**config.mk**
```make
export PLATFORM = sky130hd
export DESIGN_NAME = serial_demux
export DESIGN_NICKNAME = d
export VERILOG_FILES = /design/src/rtl/serial_demux_pkg.sv /design/src/rtl/serial_demux_counter.sv /design/src/rtl/serial_demux.sv
export SDC_FILE = /design/constraint.sdc
export NUM_CORES = 1
export LEC_CHECK = 0
export ABC_AREA = 1
export BUFFER_PORTS_ARGS = -buffer_cell sky130_fd_sc_hd__buf_2
export CAP_MARGIN = 0
export CORE_AREA = 2 2 60 50
export DETAILED_ROUTE_END_ITERATION = 12
export DIE_AREA = 0 0 62 52
export GPL_ROUTABILITY_DRIVEN = 0
export GPL_TIMING_DRIVEN = 0
export PLACE_DENSITY = 0.66
export SETUP_SLACK_MARGIN = 0.05
export SYNTH_ARGS = -nofsm -noshare
export SYNTH_HDL_FRONTEND = slang
export SYNTH_HIERARCHICAL = 1
export SYNTH_SLANG_ARGS = --single-unit
```
**constraint.sdc**
```tcl
create_clock -name clk -period 8 [get_ports clk]
set_clock_uncertainty 0.2 [all_clocks]
set_input_delay 0 -clock clk [delete_from_list [all_inputs] [get_ports clk]]
set_output_delay 0 -clock clk [all_outputs]
set_load 0.01 [all_outputs]
```
**src/rtl/serial_demux_pkg.sv**
```systemverilog
`default_nettype none
// ============================================================================
// Module   : serial_demux_pkg
// Purpose  : Shared encodings for the serial-to-parallel demultiplexer:
//            FSM state codes and fill-direction codes.
// Ports    : none (package)
// Revision : 1.0 - initial release
// ============================================================================
package serial_demux_pkg;

    // FSM state encoding
    localparam logic [0:0] ST_IDLE = 1'b0;
    localparam logic [0:0] ST_FILL = 1'b1;

    // Fill direction
    localparam logic DIR_LSB = 1'b0;   // index counts up from bit 0
    localparam logic DIR_MSB = 1'b1;   // index counts down from bit WIDTH-1

endpackage : serial_demux_pkg
`default_nettype wire

```
**src/rtl/serial_demux_counter.sv**
```systemverilog
`default_nettype none
// ============================================================================
// Module   : dir_bit_counter
// Purpose  : CW-bit up/down bit-position counter for serial_demux.
//            A load selects 0 or WIDTH-1. When load and step are both asserted,
//            the step is applied to the loaded value. The counter therefore
//            reaches the second position of a word in a single cycle.
// Ports    : clk, rst_n     - clock, async active-low reset
//            load_i         - load a start value
//            load_top_i     - start value select: 0 -> 0, 1 -> WIDTH-1
//            step_i         - step the (possibly just loaded) value by one
//            down_i         - step direction (1 = down); also selects which
//                             end of the range is the terminal count
//            idx_o          - current index
//            tc_o           - index sits at the last position for down_i
// Revision : 1.0 - initial release
// ============================================================================
module dir_bit_counter #(
    parameter  int WIDTH = 8,
    localparam int CW    = $clog2(WIDTH)
) (
    input  logic          clk,
    input  logic          rst_n,
    input  logic          load_i,
    input  logic          load_top_i,
    input  logic          step_i,
    input  logic          down_i,
    output logic [CW-1:0] idx_o,
    output logic          tc_o
);

    localparam logic [CW-1:0] c_TOP = CW'(WIDTH - 1);
    localparam logic [CW-1:0] c_ONE = CW'(1);

    logic [CW-1:0] cnt_q;
    logic [CW-1:0] cnt_d;
    logic [CW-1:0] w_base;

    always_comb begin
        w_base = cnt_q;
        if (load_i) begin
            w_base = load_top_i ? c_TOP : '0;
        end
        cnt_d = w_base;
        if (step_i) begin
            cnt_d = down_i ? (w_base - c_ONE) : (w_base + c_ONE);
        end
    end

    always_ff @(posedge clk or negedge rst_n) begin
        if (!rst_n) begin
            cnt_q <= '0;
        end else begin
            cnt_q <= cnt_d;
        end
    end

    assign idx_o = cnt_q;
    assign tc_o  = down_i ? (cnt_q == '0) : (cnt_q == c_TOP);

endmodule : dir_bit_counter
`default_nettype wire

```
**src/rtl/serial_demux.sv**
```systemverilog
`default_nettype none
// ============================================================================
// Module   : serial_demux
// Purpose  : Serial-to-parallel demultiplexer. Assembles WIDTH serial bits
//            LSB-first or MSB-first into a word. Each completed word is
//            presented on a valid/ready port. A sticky overrun flag records
//            any word that was dropped because the port was still occupied.
// Ports    : clk, rst_n      - clock, async active-low reset
//            din_i           - serial data bit
//            din_valid_i     - din_i is sampled this cycle
//            dir_i           - fill order (0 LSB-first, 1 MSB-first), latched
//                              on the first bit of each word
//            flush_i         - abort the partial word
//            clr_ovr_i       - clear the overrun flag
//            dout_o          - completed word
//            dout_valid_o    - dout_o holds an unconsumed word
//            dout_ready_i    - consumer accepts dout_o this cycle
//            busy_o          - a partial word is in progress
//            overrun_o       - sticky dropped-word flag
// Revision : 1.0 - initial release
// ============================================================================
module serial_demux
    import serial_demux_pkg::*;
#(
    parameter  int WIDTH = 8,
    localparam int CW    = $clog2(WIDTH)
) (
    input  logic             clk,
    input  logic             rst_n,
    input  logic             din_i,
    input  logic             din_valid_i,
    input  logic             dir_i,
    input  logic             flush_i,
    input  logic             clr_ovr_i,
    output logic [WIDTH-1:0] dout_o,
    output logic             dout_valid_o,
    input  logic             dout_ready_i,
    output logic             busy_o,
    output logic             overrun_o
);

    localparam logic [CW-1:0] c_TOP = CW'(WIDTH - 1);

    logic [0:0]       state_q, state_d;
    logic             dir_q, dir_d;
    logic [WIDTH-1:0] shadow_q, shadow_d;
    logic [WIDTH-1:0] dout_q, dout_d;
    logic             dout_valid_q, dout_valid_d;
    logic             overrun_q, overrun_d;

    logic             w_take;       // a bit is consumed this cycle
    logic             w_done;       // this bit completes the word
    logic [CW-1:0]    w_pos;        // shadow bit written this cycle
    logic             w_cnt_load;
    logic             w_cnt_top;
    logic             w_cnt_step;
    logic             w_cnt_down;
    logic [CW-1:0]    w_idx;
    logic             w_tc;

    // flush wins over a simultaneous bit
    assign w_take = din_valid_i & ~flush_i;
    assign w_done = (state_q == ST_FILL) & w_take & w_tc;

    dir_bit_counter #(
        .WIDTH (WIDTH)
    ) u_idx (
        .clk        (clk),
        .rst_n      (rst_n),
        .load_i     (w_cnt_load),
        .load_top_i (w_cnt_top),
        .step_i     (w_cnt_step),
        .down_i     (w_cnt_down),
        .idx_o      (w_idx),
        .tc_o       (w_tc)
    );

    // ---------------- FSM: state register ----------------
    always_ff @(posedge clk or negedge rst_n) begin
        if (!rst_n) begin
            state_q <= ST_IDLE;
        end else begin
            state_q <= state_d;
        end
    end

    // ---------------- FSM: next state ----------------
    always_comb begin
        state_d = state_q;
        case (state_q)
            ST_IDLE: if (w_take)           state_d = ST_FILL;
            ST_FILL: if (flush_i || w_done) state_d = ST_IDLE;
            default:                       state_d = ST_IDLE;
        endcase
    end

    // ---------------- FSM: outputs / counter controls ----------------
    always_comb begin
        w_cnt_load = 1'b0;
        w_cnt_top  = 1'b0;
        w_cnt_step = 1'b0;
        w_cnt_down = dir_q;
        w_pos      = w_idx;
        busy_o     = (state_q == ST_FILL);
        if (state_q == ST_IDLE) begin
            // First bit goes to the end chosen by the live dir input; the
            // counter loads that end and steps past it in the same cycle.
            w_cnt_down = dir_i;
            w_pos      = (dir_i == DIR_MSB) ? c_TOP : '0;
            if (flush_i) begin
                w_cnt_load = 1'b1;
            end else if (w_take) begin
                w_cnt_load = 1'b1;
                w_cnt_top  = (dir_i == DIR_MSB);
                w_cnt_step = 1'b1;
            end
        end else begin
            if (flush_i || w_done) begin
                // Park the index at 0 instead of stepping past the range end
                w_cnt_load = 1'b1;
            end else if (w_take) begin
                w_cnt_step = 1'b1;
            end
        end
    end

    // ---------------- Datapath: shadow word and direction latch ----------------
    always_comb begin
        shadow_d = shadow_q;
        dir_d    = dir_q;
        if (flush_i) begin
            shadow_d = '0;
        end else if (w_take) begin
            shadow_d[w_pos] = din_i;
            if (state_q == ST_IDLE) begin
                dir_d = dir_i;
            end
        end
    end

    // ---------------- Output register, handshake, overrun ----------------
    always_comb begin
        dout_d       = dout_q;
        dout_valid_d = dout_valid_q;
        overrun_d    = overrun_q;
        if (clr_ovr_i) begin
            overrun_d = 1'b0;
        end
        if (w_done) begin
            if (!dout_valid_q || dout_ready_i) begin
                dout_d       = shadow_d;   // includes the bit written now
                dout_valid_d = 1'b1;
            end else begin
                overrun_d = 1'b1;          // set beats clear
            end
        end else if (dout_ready_i) begin
            dout_valid_d = 1'b0;
        end
    end

    always_ff @(posedge clk or negedge rst_n) begin
        if (!rst_n) begin
            dir_q        <= DIR_LSB;
            shadow_q     <= '0;
            dout_q       <= '0;
            dout_valid_q <= 1'b0;
            overrun_q    <= 1'b0;
        end else begin
            dir_q        <= dir_d;
            shadow_q     <= shadow_d;
            dout_q       <= dout_d;
            dout_valid_q <= dout_valid_d;
            overrun_q    <= overrun_d;
        end
    end

    assign dout_o       = dout_q;
    assign dout_valid_o = dout_valid_q;
    assign overrun_o    = overrun_q;

endmodule : serial_demux
`default_nettype wire

```
Word level (Yosys, flattened, before mapping):

Cells that the tools add are included.

* register bits: 23
* output and inout port bits: 11
* logic and storage cells: 58

* add/sub/neg operators: 2
* $lt $le $gt $ge: 2
* eq/ne operators: 2
* muxes and demuxes: 31
* bitwise logic cells: 5
* reduce and logical (&&, ||, !) cells: 9

Operators by type and width (count)
* $mux 1: 20
* $mux 3: 6
* $mux 8: 2
* $bwmux 8: 1
* $reduce_and 2->1: 3
* $lt 3x4->1 const B: 1
* $add 3x1->3 const B: 1
* $and 1x1->1: 3
* $demux 1 s3: 1
* $eq 3x3->1 const B: 1
* $ge 3x1->1 const B: 1
* $logic_not 3->1: 1
* $sub 3x1->3 const B: 1
* $logic_or 1x1->1: 2
* $ne 2x1->1 const B: 1
* $not 1->1: 2
* $pmux 1 s2: 1
* $reduce_bool 2->1: 1
* $logic_and 1x1->1: 1
* $logic_not 1->1: 1

Longest topological paths before layout:

Gate-level depths: netlist of run 1.

* depth after elaboration: 11
* gate-level depth with buffers: 18
* depth with buffers taken out: 18

Modules after synthesis:

The synthesis of run 1 kept the hierarchy.

Modules (own cells, without submodules)
* serial_demux: times used 1, cells an instance 125, area each 1029.7 um^2
* dir_bit_counter: times used 1, cells an instance 32, area each 227.7 um^2

Worst setup path before layout of run 1:

OpenSTA, ideal clock, no wires.

* kind: register to register
* from: register state_q (netlist: busy_o)
* to: register u_idx.cnt_q[2] (netlist: u_idx/idx_o[2])
* library setup time: 0.113 ns
* arrival time: 2.372 ns
* required time: 7.687 ns
* setup slack: 5.315 ns
* cell stages (with the launch flop): 16
* clock period less this slack: 2.685 ns
* cells stage by stage: dfrtp_1 > inv_2 > nand2_4 > nand2_1 > inv_1 > o31ai_1 > o22ai_1 > inv_1 > nand2_2 > o21ai_0 > inv_1 > fa_1 > a21oi_1 > nand3_1 > nand2_1 > inv_1

* cells in the longest elaborated chain, start to end: 10
* elaborated cells on any way between the ends: 16
* classes of those cells: add/sub: 2; mux: 11; bitwise: 2; reduce/logical: 1

Ends and longest elaborated chain
* start, declared: line serial_demux.sv:44 `logic [0:0] state_q, state_d;`
* start signal, assigned: line serial_demux.sv:83 `state_q <= state_d;`
* $mux 1 (*): line serial_demux.sv:105 `if (state_q == ST_IDLE) begin`
* net w_cnt_down: line serial_demux.sv:57 `logic w_cnt_down;`
* $mux 1 (*): line serial_demux_counter.sv:59 `assign tc_o = down_i ? (cnt_q == '0) : (cnt_q == c_TOP);`
* net w_tc: line serial_demux.sv:59 `logic w_tc;`
* $and 1x1->1 (*): line serial_demux.sv:63 `assign w_done = (state_q == ST_FILL) & w_take & w_tc;`
* $logic_or 1x1->1 (*): line serial_demux.sv:118 `if (flush_i || w_done) begin`
* $mux 1 (*): line serial_demux.sv:118
* $mux 1 (*): line serial_demux.sv:105
* net w_cnt_load: line serial_demux.sv:54 `logic w_cnt_load;`
* $mux 3 (*): line serial_demux_counter.sv:41 `if (load_i) begin`
* $add 3x1->3 / $sub 3x1->3 (equally long branches): line serial_demux_counter.sv:46 `cnt_d = down_i ? (w_base - c_ONE) : (w_base + c_ONE);`
* $mux 3: line serial_demux_counter.sv:46
* $mux 3 (*): line serial_demux_counter.sv:45 `if (step_i) begin`
* net u_idx.cnt_d[2]: line serial_demux_counter.sv:36 `logic [CW-1:0] cnt_d;`
* end signal, assigned: line serial_demux_counter.sv:54 `cnt_q <= cnt_d;`
* end, declared: line serial_demux_counter.sv:35 `logic [CW-1:0] cnt_q;`

The timed path passes the listed nets; every way through them passes the cells marked *.
A chain may end at the register's enable or synchronous reset.

Worst setup path in the final report of run 1:

Ends and elaborated chain as after synthesis.

==> results of run 1 <==
## layout make-up
class	count	area [µm²]
Clock buffer	4	26.3
Timing Repair Buffer	28	190
Sequential cell	23	576
Buffer	1	3.75
Fill cell	269	1140
Tap cell	38	47.5
Multi-Input combinational cell	104	556
Inverter	29	123
## routing by layer
layer / global-route usage (%) / routed length (µm)
met1: 23.9 / 1230
met2: 30.7 / 1210
met3: 5.22 / 90
met4: 3.90 / 7
met5: 0 / 0
## flip-flops by register name, summed over array words and instances (netlist names)
register and cells:
dout_o 8, shadow_q 8, u_idx/idx_o 3, busy_o 1, dir_q 1, dout_valid_o 1, overrun_o 1
## worst paths after layout
check / endpoint / slack, ns / depth (start not counted)
max in group asynchronous: busy_o / 7.26 / 2
worst min-delay path: dir_q / -0.03 / 2
min in group clk: dout_o[1] / 0.29 / 2
worst min register to register: dout_o[1] / 0.29 / 2
worst max-delay path: u_idx/idx_o[2] / 5.04 / 17
worst max register to register: u_idx/idx_o[2] / 5.04 / 17
## Yosys cell counts (all sizes together)
master  instances
xor2            1
bufinv          1
clkbuf          1
a21oi           2
and3            8
nand2          55
o22ai           2
dfrtp          23
nand4           9
nand3          11
o21ai           6
o31ai           1
fa              1
nor2            8
inv            28
## metrics by stage
stage | power [W] | util [%] | hold WS [ns] | setup WS (ns) | cell area, µm²
final | 0.000231 | 57.2 | -0.0255 | 5.04 | 1520
after global routing | 0.000247 | 57.2 | 0.0217 | 4.71 | 1520
after CTS | 0.000233 | 57.2 | 0.000546 | 5.02 | 1520
after detailed placement | 0.000176 | 52.5 | -0.182 | 5.06 | 1400
after global placement | 0.000174 | 52.5 | -0.192 | 5.11 | 1400
after floorplan | 0.000161 | - | -0.496 | 5.32 | 1260
## critical path, stage by stage (launching register included)
cell	delay (ns)
dfrtp_1	0.50
inv_2	0.12
nand2_4	0.08
nand2_1	0.10
inv_1	0.11
o31ai_1	0.40
o22ai_1	0.14
inv_1	0.15
nand2_2	0.10
o21ai_0	0.12
inv_1	0.09
fa_1	0.43
inv_1	0.07
nand2_1	0.06
nand3_1	0.07
nand2_1	0.05
nand2_1	0.05
inv_1	0.03
## power groups by stage
stage | logic [W] | registers [W] | clock network [W]
floorplan | 0.0000299 | 0.000131 | 0
global placement | 0.0000438 | 0.000131 | 0
detailed placement | 0.0000451 | 0.000131 | 0
CTS | 0.0000491 | 0.000129 | 0.0000556
global route | 0.0000562 | 0.000130 | 0.0000611
finish | 0.0000486 | 0.000129 | 0.0000532
## cell families after synthesis
family / share of synthesized area [%]
adders and majority gates: 1.59
buffers and inverters: 10.0
xor gates and xnor gates: 0.697
and+or+nand+nor: 35.6
AOI/OAI and AO/OA: 6.27
DFF: 45.8
## layout by cell type, fill, tap and decap left out
master / n
nor2_1: 5
clkbuf_1: 2
nand4_1: 9
o31ai_1: 1
clkbuf_4: 3
and3_1: 4
dfrtp_1: 23
a21oi_4: 1
nor2_2: 1
nand3_1: 10
nand2_4: 2
nor2_4: 2
dlygate4sd3_1: 10
o22ai_1: 2
a21oi_1: 1
bufinv_8: 1
inv_1: 26
xor2_1: 1
buf_2: 18
fa_1: 1
nand2_2: 3
nand2_1: 50
inv_2: 2
o21ai_2: 2
and3_2: 4
o21ai_0: 4
nand3_2: 1
## what timing repair did
| action | in CTS | in global routing |
|---|---|---|
| endpoints found under the hold margin | 40 | 0 |
| endpoints found under the setup margin | 0 | 0 |
| hold buffers | 10 | 0 |
==> results.yml, run 1 <==
cells_and_area:
  final_nets: 199
  num_antenna_cells: 0
  final-instance-count-excl-fill: 227
  synthToLayoutAreaGrowth_pct: 21.0
  fraction_of_layout_cells_with_a_size_suffix_above_1_pct: 21.2
power_and_ir_drop:
  pwr_density_cell_nw_per_um2: 152
  power.net_switching_w: 0.0000695
  leakage_nw: 0.867
  power_frac_comb_pct: 21.1
  peakVddDrop_uv: 101
  power_frac_clock_pct: 23.1
  power.share.sequential_pct: 55.8
  power_report.internal_total_w: 0.000161
  sw_frac_of_total_pct: 30.1
floorplanning:
  fp-row-count: 17
  top_level_ports: 19
  die_width_um: 62
  area_of_the_die_um2: 3220
  vert_die_dim_um: 52
  start_util_pct: 47.3
  floorplan.core_area_um2: 2660
clock_tree:
  path_clk_slew_ns: 0.13
  clockBufferDepth: 2
  cts_root_buffer: "clkbuf_4"
  clk-insertion-delay-late_ns: 0.31
  cts_buffers: 3
  post-cts-setup-buffers: 0
  ctsResizeCount: 0
  tritoncts: "done"
  cts_max_level: 1
  cts_num_sinks: 23
timing:
  timing.final.crit_period_ns: 2.96
  worst_pin_slew_ns: 0.519
  finalSetupViolations: 0
  finalHoldWorstSlack_ns: -0.0255
  rsz_0062_raised_after_global_routing: "false"
  period_share_pct: 37.1
  tns_ns: 0
  final-max-slew-violation-count: 0
  hold_violations: 23
  fmax_mhz: 337
  slew_headroom_pct: 65.4
critical_path:
  critical_register_to_register_path_startpoint: "busy_o"
  crit_path_start_kind: "register"
  cp.arrival_ns: 2.99
  worstSetupEndpointType: "register"
  cp.required_ns: 8.02
  worst-setup-path-type: "reg -> reg"
  critPathMaxFanout: 8
  worst_setup_path_startpoint: "busy_o"
grt:
  grt_pass1_vias: 1086
  wire_length_of_the_first_global_routing_pass_um: 4430
  grt.overflow.total: 0
  grt.total_usage_pct: 18.5
  grt_start_max_net_pins: 24
  antenna_found_initial: 0
hold_path:
  hold_class: "in -> async"
synth:
  ys_seq_area_share_pct: 45.8
  post_synth.cell_area_avg_um2: 8.01
  synthesis.nets: 166
  netlist_area_um2: 1260
  synth.top_cell.area_share_pct: 45.8
  yosys.cell_types.count: 24
  syn_inst: 157
  ys_seq_elements: 23
  synth_area_leader_cell: "dfrtp_1"
  synthTopCellsByArea: "dfrtp_1, nand2_1, inv_1, nand4_1, nand3_1"
  synthesis.yosys.warnings: 6
detailed_routing:
  ant_nets: 0
  route.vias.total: 1115
  detail_route.first_pass.iterations: 4
  detail_route.wl_per_cell_um: 11.2
  detail_route.drc_violations: 0
  postRouteWirelength_um: 2540
  viasPerCell: 4.91
  first_iter_violations: 65
place:
  post-dp-hpwl_um: 1840
  port_buffers: 18
  dpl.cell_count: 213
status:
  violations: "negative hold slack"
  status: "finished with violations"
run:
  cap_violations: 0
No activity file was read; power rests on OpenSTA's default activity.
==> run 2: changes to the inputs <==
==> constraint.sdc (replaced) <==
create_clock -name clk -period 2.8 [get_ports clk]
set_clock_uncertainty 0.2 [all_clocks]
set_input_delay 0 -clock clk [delete_from_list [all_inputs] [get_ports clk]]
set_output_delay 0 -clock clk [all_outputs]
set_load 0.01 [all_outputs]
==> run 2 against run 1 <==
- the flow still finishes with violations (negative hold slack)
- sequential cell count unchanged
- final cell count up 0.88%
- critical endpoint unchanged
- count of clock-buffer cells in the layout unchanged
==> results.yml, run 2 (synthesized netlist as in run 1, its figures left out) <==
timing:
  finalHoldWorstSlack_ns: -0.0235
  final-max-slew-violation-count: 0
  hold_violations: 14
  finalSetupViolations: 0
  fmax_mhz: 404
  worst_pin_slew_ns: 0.523
  period_share_pct: 88.4
  timing.final.crit_period_ns: 2.48
  slew_headroom_pct: 65.1
  rsz_0062_raised_after_global_routing: "false"
cells_and_area:
  final_nets: 201
  final-instance-count-excl-fill: 229
  final_common_cell: "nand2_1"
  fraction_of_layout_cells_with_a_size_suffix_above_1_pct: 25.7
  synthToLayoutAreaGrowth_pct: 24.4
  final_cell_mix: "nand2_1, inv_1, dfrtp_1"
  layout.filler_cells: 265
  num_antenna_cells: 0
floorplanning:
  fp-row-count: 17
  area_of_the_die_um2: 3220
  start_util_pct: 47.3
  vert_die_dim_um: 52
  top_level_ports: 19
  die_width_um: 62
  floorplan.core_area_um2: 2660
critical_path:
  worstSetupEndpointType: "register"
  cp.required_ns: 2.82
  cp-endpoint: "u_idx/idx_o[2]"
  regToRegEndpoint: "u_idx/idx_o[2]"
  critPathMaxFanout: 5
  cp.arrival_ns: 2.50
  critical_register_to_register_path_startpoint: "busy_o"
  worst-setup-path-type: "reg -> reg"
  r2r_slack_ns: 0.32
  reg2reg_depth: 18
  worst_setup_path_startpoint: "busy_o"
  crit_path_start_kind: "register"
grt:
  wire_length_of_the_first_global_routing_pass_um: 4440
  grt.total_usage_pct: 18.5
  grt_pass1_vias: 1082
  grt_start_max_net_pins: 24
  antenna_found_initial: 0
  grt.overflow.total: 0
clock_tree:
  cts_root_buffer: "clkbuf_4"
  cts_num_sinks: 23
  cts_max_level: 1
  tritoncts: "done"
  cts_buffers: 3
  path_clk_slew_ns: 0.13
  clockBufferDepth: 2
  clk-insertion-delay-late_ns: 0.31
power_and_ir_drop:
  power_frac_clock_pct: 22.4
  power.net_switching_w: 0.000206
  peakVddDrop_uv: 288
  pwr_density_cell_nw_per_um2: 432
  power_report.internal_total_w: 0.000470
  sw_frac_of_total_pct: 30.5
  leakage_nw: 0.883
  power_frac_comb_pct: 23.3
  power.share.sequential_pct: 54.3
place:
  port_buffers: 18
  dpl.cell_count: 213
  post-dp-hpwl_um: 1840
hold_path:
  hold_class: "in -> async"
detailed_routing:
  first_iter_violations: 67
  detail_route.first_pass.iterations: 4
  postRouteWirelength_um: 2560
  detail_route.drc_violations: 0
  route.vias.total: 1117
  viasPerCell: 4.88
  ant_nets: 0
  detail_route.wl_per_cell_um: 11.2
status:
  status: "finished with violations"
  violations: "negative hold slack"
run:
  cap_violations: 0
run 2: how the worst min path moves through the flow:
| stage | endpoint | depth (start not counted) |
|---|---|---|
| global placement | dir_q | 1 |
| CTS | dir_q | 2 |
| global route | dir_q | 2 |
| floorplan | busy_o | 0 |
| finish | dir_q | 2 |
| detailed placement | dir_q | 1 |
run 2: power by group through the flow:
stage | registers (W) | logic [W] | clock network, W
6_report | 0.000367 | 0.000158 | 0.000151
3_3_place_gp | 0.000373 | 0.000125 | 0
4_1_cts | 0.000367 | 0.000152 | 0.000159
2_1_floorplan | 0.000376 | 0.0000854 | 0
5_1_grt | 0.000369 | 0.000181 | 0.000175
3_5_place_dp | 0.000374 | 0.000129 | 0
run 2: area by class of cell:
cell class | count | area [µm²] | area share, %
Buffer | 1 | 3.75 | 0.240
Clock buffer | 4 | 26.3 | 1.68
Inverter | 29 | 123 | 7.84
Multi-Input combinational cell | 104 | 582 | 37.2
Sequential cell | 23 | 577 | 36.9
Tap cell | 38 | 47.5 | 3.04
Timing Repair Buffer | 30 | 205 | 13.1
run 2: what timing repair did:
item,CTS,global route
gates resized for setup,4,5
hold endpoints to repair,40,0
buffers inserted,1,1
pin swaps,0,1
endpoints found under the setup margin,2,1
hold buffers,10,0
run 2: metal layers:
metal	vias up	wire length (µm)	track usage, %
li1	569	-	-
met1	528	1250	24.3
met2	18	1220	30.2
met3	2	86	5.22
met4	0	7	3.90
met5	-	0	0
run 2: through the flow:
| step | setup slack (ns) | instance area (µm²) | setup TNS [ns] | total power (W) | util (%) |
|---|---|---|---|---|---|
| floorplan | 0.115 | 1260 | 0 | 0.000461 | - |
| global placement | -0.0870 | 1400 | -0.0870 | 0.000498 | 52.5 |
| detailed placement | -0.136 | 1400 | -0.136 | 0.000503 | 52.5 |
| CTS | 0.117 | 1540 | 0 | 0.000677 | 58.1 |
| global route | 0.0782 | 1560 | 0 | 0.000725 | 58.8 |
| finish | 0.325 | 1560 | 0 | 0.000676 | 58.8 |
run 2: worst max-delay path: stages (launching register included):
cell and delay, ns:
dfrtp_2 0.41, inv_2 0.06, nand2_4 0.09, nand2_1 0.10, inv_2 0.11, nand4_1 0.15
o31ai_4 0.11, o22ai_2 0.12, inv_2 0.11, nand2_2 0.09, o21ai_2 0.08, inv_1 0.08
fa_2 0.37, inv_1 0.06, nand2_1 0.06, nand3_1 0.07, nand2_1 0.05, nand2_1 0.05
inv_1 0.03
==> run 3: changes to the inputs <==
--- a/config.mk
+++ b/config.mk
@@ -7,13 +7,12 @@
 export LEC_CHECK = 0
 export ABC_AREA = 1
 export BUFFER_PORTS_ARGS = -buffer_cell sky130_fd_sc_hd__buf_2
-export CAP_MARGIN = 0
 export CORE_AREA = 2 2 60 50
 export DETAILED_ROUTE_END_ITERATION = 12
 export DIE_AREA = 0 0 62 52
 export GPL_ROUTABILITY_DRIVEN = 0
 export GPL_TIMING_DRIVEN = 0
-export PLACE_DENSITY = 0.66
+export PLACE_DENSITY = 0.69
 export SETUP_SLACK_MARGIN = 0.05
 export SYNTH_ARGS = -nofsm -noshare
 export SYNTH_HDL_FRONTEND = slang
==> constraint.sdc (replaced) <==
create_clock -name clk -period 2.2 [get_ports clk]
set_clock_uncertainty 0.2 [all_clocks]
set_input_delay 0 -clock clk [delete_from_list [all_inputs] [get_ports clk]]
set_output_delay 0 -clock clk [all_outputs]
set_load 0.01 [all_outputs]
==> run 3 against run 2 <==
- the run ends with negative setup slack left
- core utilization increased by 5.6 points
- sequential share of layout area decreased by 3.2 points
- via count grew 8.6%
- critical path depth shrank 3
- highest routed layer unchanged
- total power is 37% higher
- first-iteration DRC count is 24% lower
- sequential power up 28%
- final cell count up 5.7%
- clock power rose by 26%
- non-clock buffer count grew 13
- critical path type unchanged
==> results.yml, run 3 (synthesized netlist as in run 1, its figures left out) <==
status:
  status: "finished with violations"
  violations: "negative setup slack"
hold_path:
  min_from: "dir_i"
  timing.hold.worst_endpoint: "u_idx/idx_o[2]"
  hold_class: "in -> reg"
  worst_hold_path.num_cells: 9
timing:
  slew_headroom_pct: 58.9
  finalSetupViolations: 2
  timing.final.crit_period_ns: 2.46
  hold_violations: 0
  finalHoldWorstSlack_ns: 0.0893
  rsz_0062_raised_after_global_routing: "true"
  fmax_mhz: 407
  final.setup.worst_slack_ns: -0.257
  worst_pin_slew_ns: 0.616
  period_share_pct: 112
  tns_ns: -0.405
  final-max-slew-violation-count: 0
clock_tree:
  tritoncts: "done"
  cts_buffers: 3
  clk-insertion-delay-late_ns: 0.30
  cts_max_level: 1
  clockBufferDepth: 2
  path_clk_slew_ns: 0.12
  cts_num_sinks: 23
  cts_root_buffer: "clkbuf_4"
critical_path:
  reg2reg_depth: 15
  worstSetupEndpointType: "register"
  crit_path_start_kind: "register"
  regToRegEndpoint: "u_idx/idx_o[2]"
  critical_register_to_register_path_startpoint: "busy_o"
  r2r_slack_ns: -0.26
  cp.required_ns: 2.22
  cp.arrival_ns: 2.47
  worst-setup-path-type: "reg -> reg"
  critPathMaxFanout: 4
grt:
  grt.total_usage_pct: 22.0
  wire_length_of_the_first_global_routing_pass_um: 5180
  grt_start_max_net_pins: 13
  antenna_found_initial: 0
  grt.overflow.total: 0
  grt_pass1_vias: 1178
detailed_routing:
  detail_route.wl_per_cell_um: 13.2
  route.vias.total: 1213
  ant_nets: 0
  postRouteWirelength_um: 3210
  detail_route.drc_violations: 0
  viasPerCell: 5.01
  first_iter_violations: 51
  detail_route.first_pass.iterations: 4
cells_and_area:
  synthToLayoutAreaGrowth_pct: 36.3
  multiInputGateArea_um2: 619
  final_cell_mix: "nand2_1, dfrtp_1, inv_1"
  num_antenna_cells: 0
  seqCellArea_um2: 577
  final_common_cell: "nand2_1"
  fraction_of_layout_cells_with_a_size_suffix_above_1_pct: 33.3
  final_design_area_no_fill_um2: 1710
  layout.filler_cells: 227
  final_nets: 214
place:
  port_buffers: 18
  placed_cell_area_um2: 1430
  post-dp-hpwl_um: 1950
floorplanning:
  vert_die_dim_um: 52
  die_width_um: 62
  fp-row-count: 17
  top_level_ports: 19
  floorplan.core_area_um2: 2660
  start_util_pct: 47.3
  area_of_the_die_um2: 3220
power_and_ir_drop:
  leakage_nw: 0.959
  power_frac_clock_pct: 20.6
  sw_frac_of_total_pct: 31.6
  power_frac_comb_pct: 28.7
  power_report.internal_total_w: 0.000634
  peakVddDrop_uv: 294
  power.net_switching_w: 0.000293
  pwr_density_cell_nw_per_um2: 540
  power.total_w: 0.000926
  power.share.sequential_pct: 50.7
run:
  cap_violations: 0
run 3: final cells by class:
type                    count  area share [%]
repair buffers             43            18.2
clock buffers               4            1.53
well taps                  38            2.77
plain buffers               1           0.219
flip-flops and latches     23            33.6
multi-input cells         104            36.1
inverters                  29            7.45
run 3: what timing repair did:
item	in CTS	in global routing
endpoints found under the setup margin	2	16
pin swaps	8	3
buffers inserted	10	2
hold endpoints to repair	42	0
gates resized for setup	11	3
hold buffers	13	0
run 3: how the worst max path moves through the flow:
stage                     startpoint              to  slack [ns]
after global placement        busy_o  u_idx/idx_o[2]       -0.33
after global routing          busy_o  u_idx/idx_o[2]       -0.35
after detailed placement      busy_o  u_idx/idx_o[2]       -0.43
after CTS                     busy_o  u_idx/idx_o[2]       -0.16
after floorplan               busy_o  u_idx/idx_o[2]       -0.19
final                         busy_o  u_idx/idx_o[2]       -0.26
run 3: power by group through the flow:
stage / registers [W] / clock network [W] / logic, W
6_report: 0.000469 / 0.000191 / 0.000266
3_3_place_gp: 0.000478 / 0 / 0.000176
2_1_floorplan: 0.000480 / 0 / 0.000125
4_1_cts: 0.000468 / 0.000200 / 0.000250
3_5_place_dp: 0.000479 / 0 / 0.000183
5_1_grt: 0.000472 / 0.000216 / 0.000289
run 3: metal layers:
layer | GRT usage, % | part of all wire, % | wire length [µm]
met1 | 27.0 | 43 | 1380
met2 | 37.3 | 51 | 1630
met3 | 6.97 | 5.3 | 170
met4 | 4.61 | 0.78 | 25
met5 | 0 | 0 | 0
run 3: worst max-delay path, stage by stage, from the launching register on:
cell and delay, ns:
dfrtp_2 0.46, inv_2 0.09, nand2_4 0.06, nand2_4 0.08, inv_6 0.04, nand4_1 0.12, o31ai_4 0.10, o22ai_2 0.14
inv_2 0.12, o21ai_2 0.18, inv_2 0.06, fa_2 0.40, a21oi_2 0.14, nand3_1 0.08, nand2_1 0.07, inv_1 0.04
run 3: through the flow:
step                      cells  setup WS (ns)  util, %
after floorplan             157         -0.188        -
after global placement      213         -0.334     53.6
after detailed placement    213         -0.426     53.6
after CTS                   240         -0.160     63.7
after global routing        242         -0.352     64.5
final                       242         -0.257     64.5
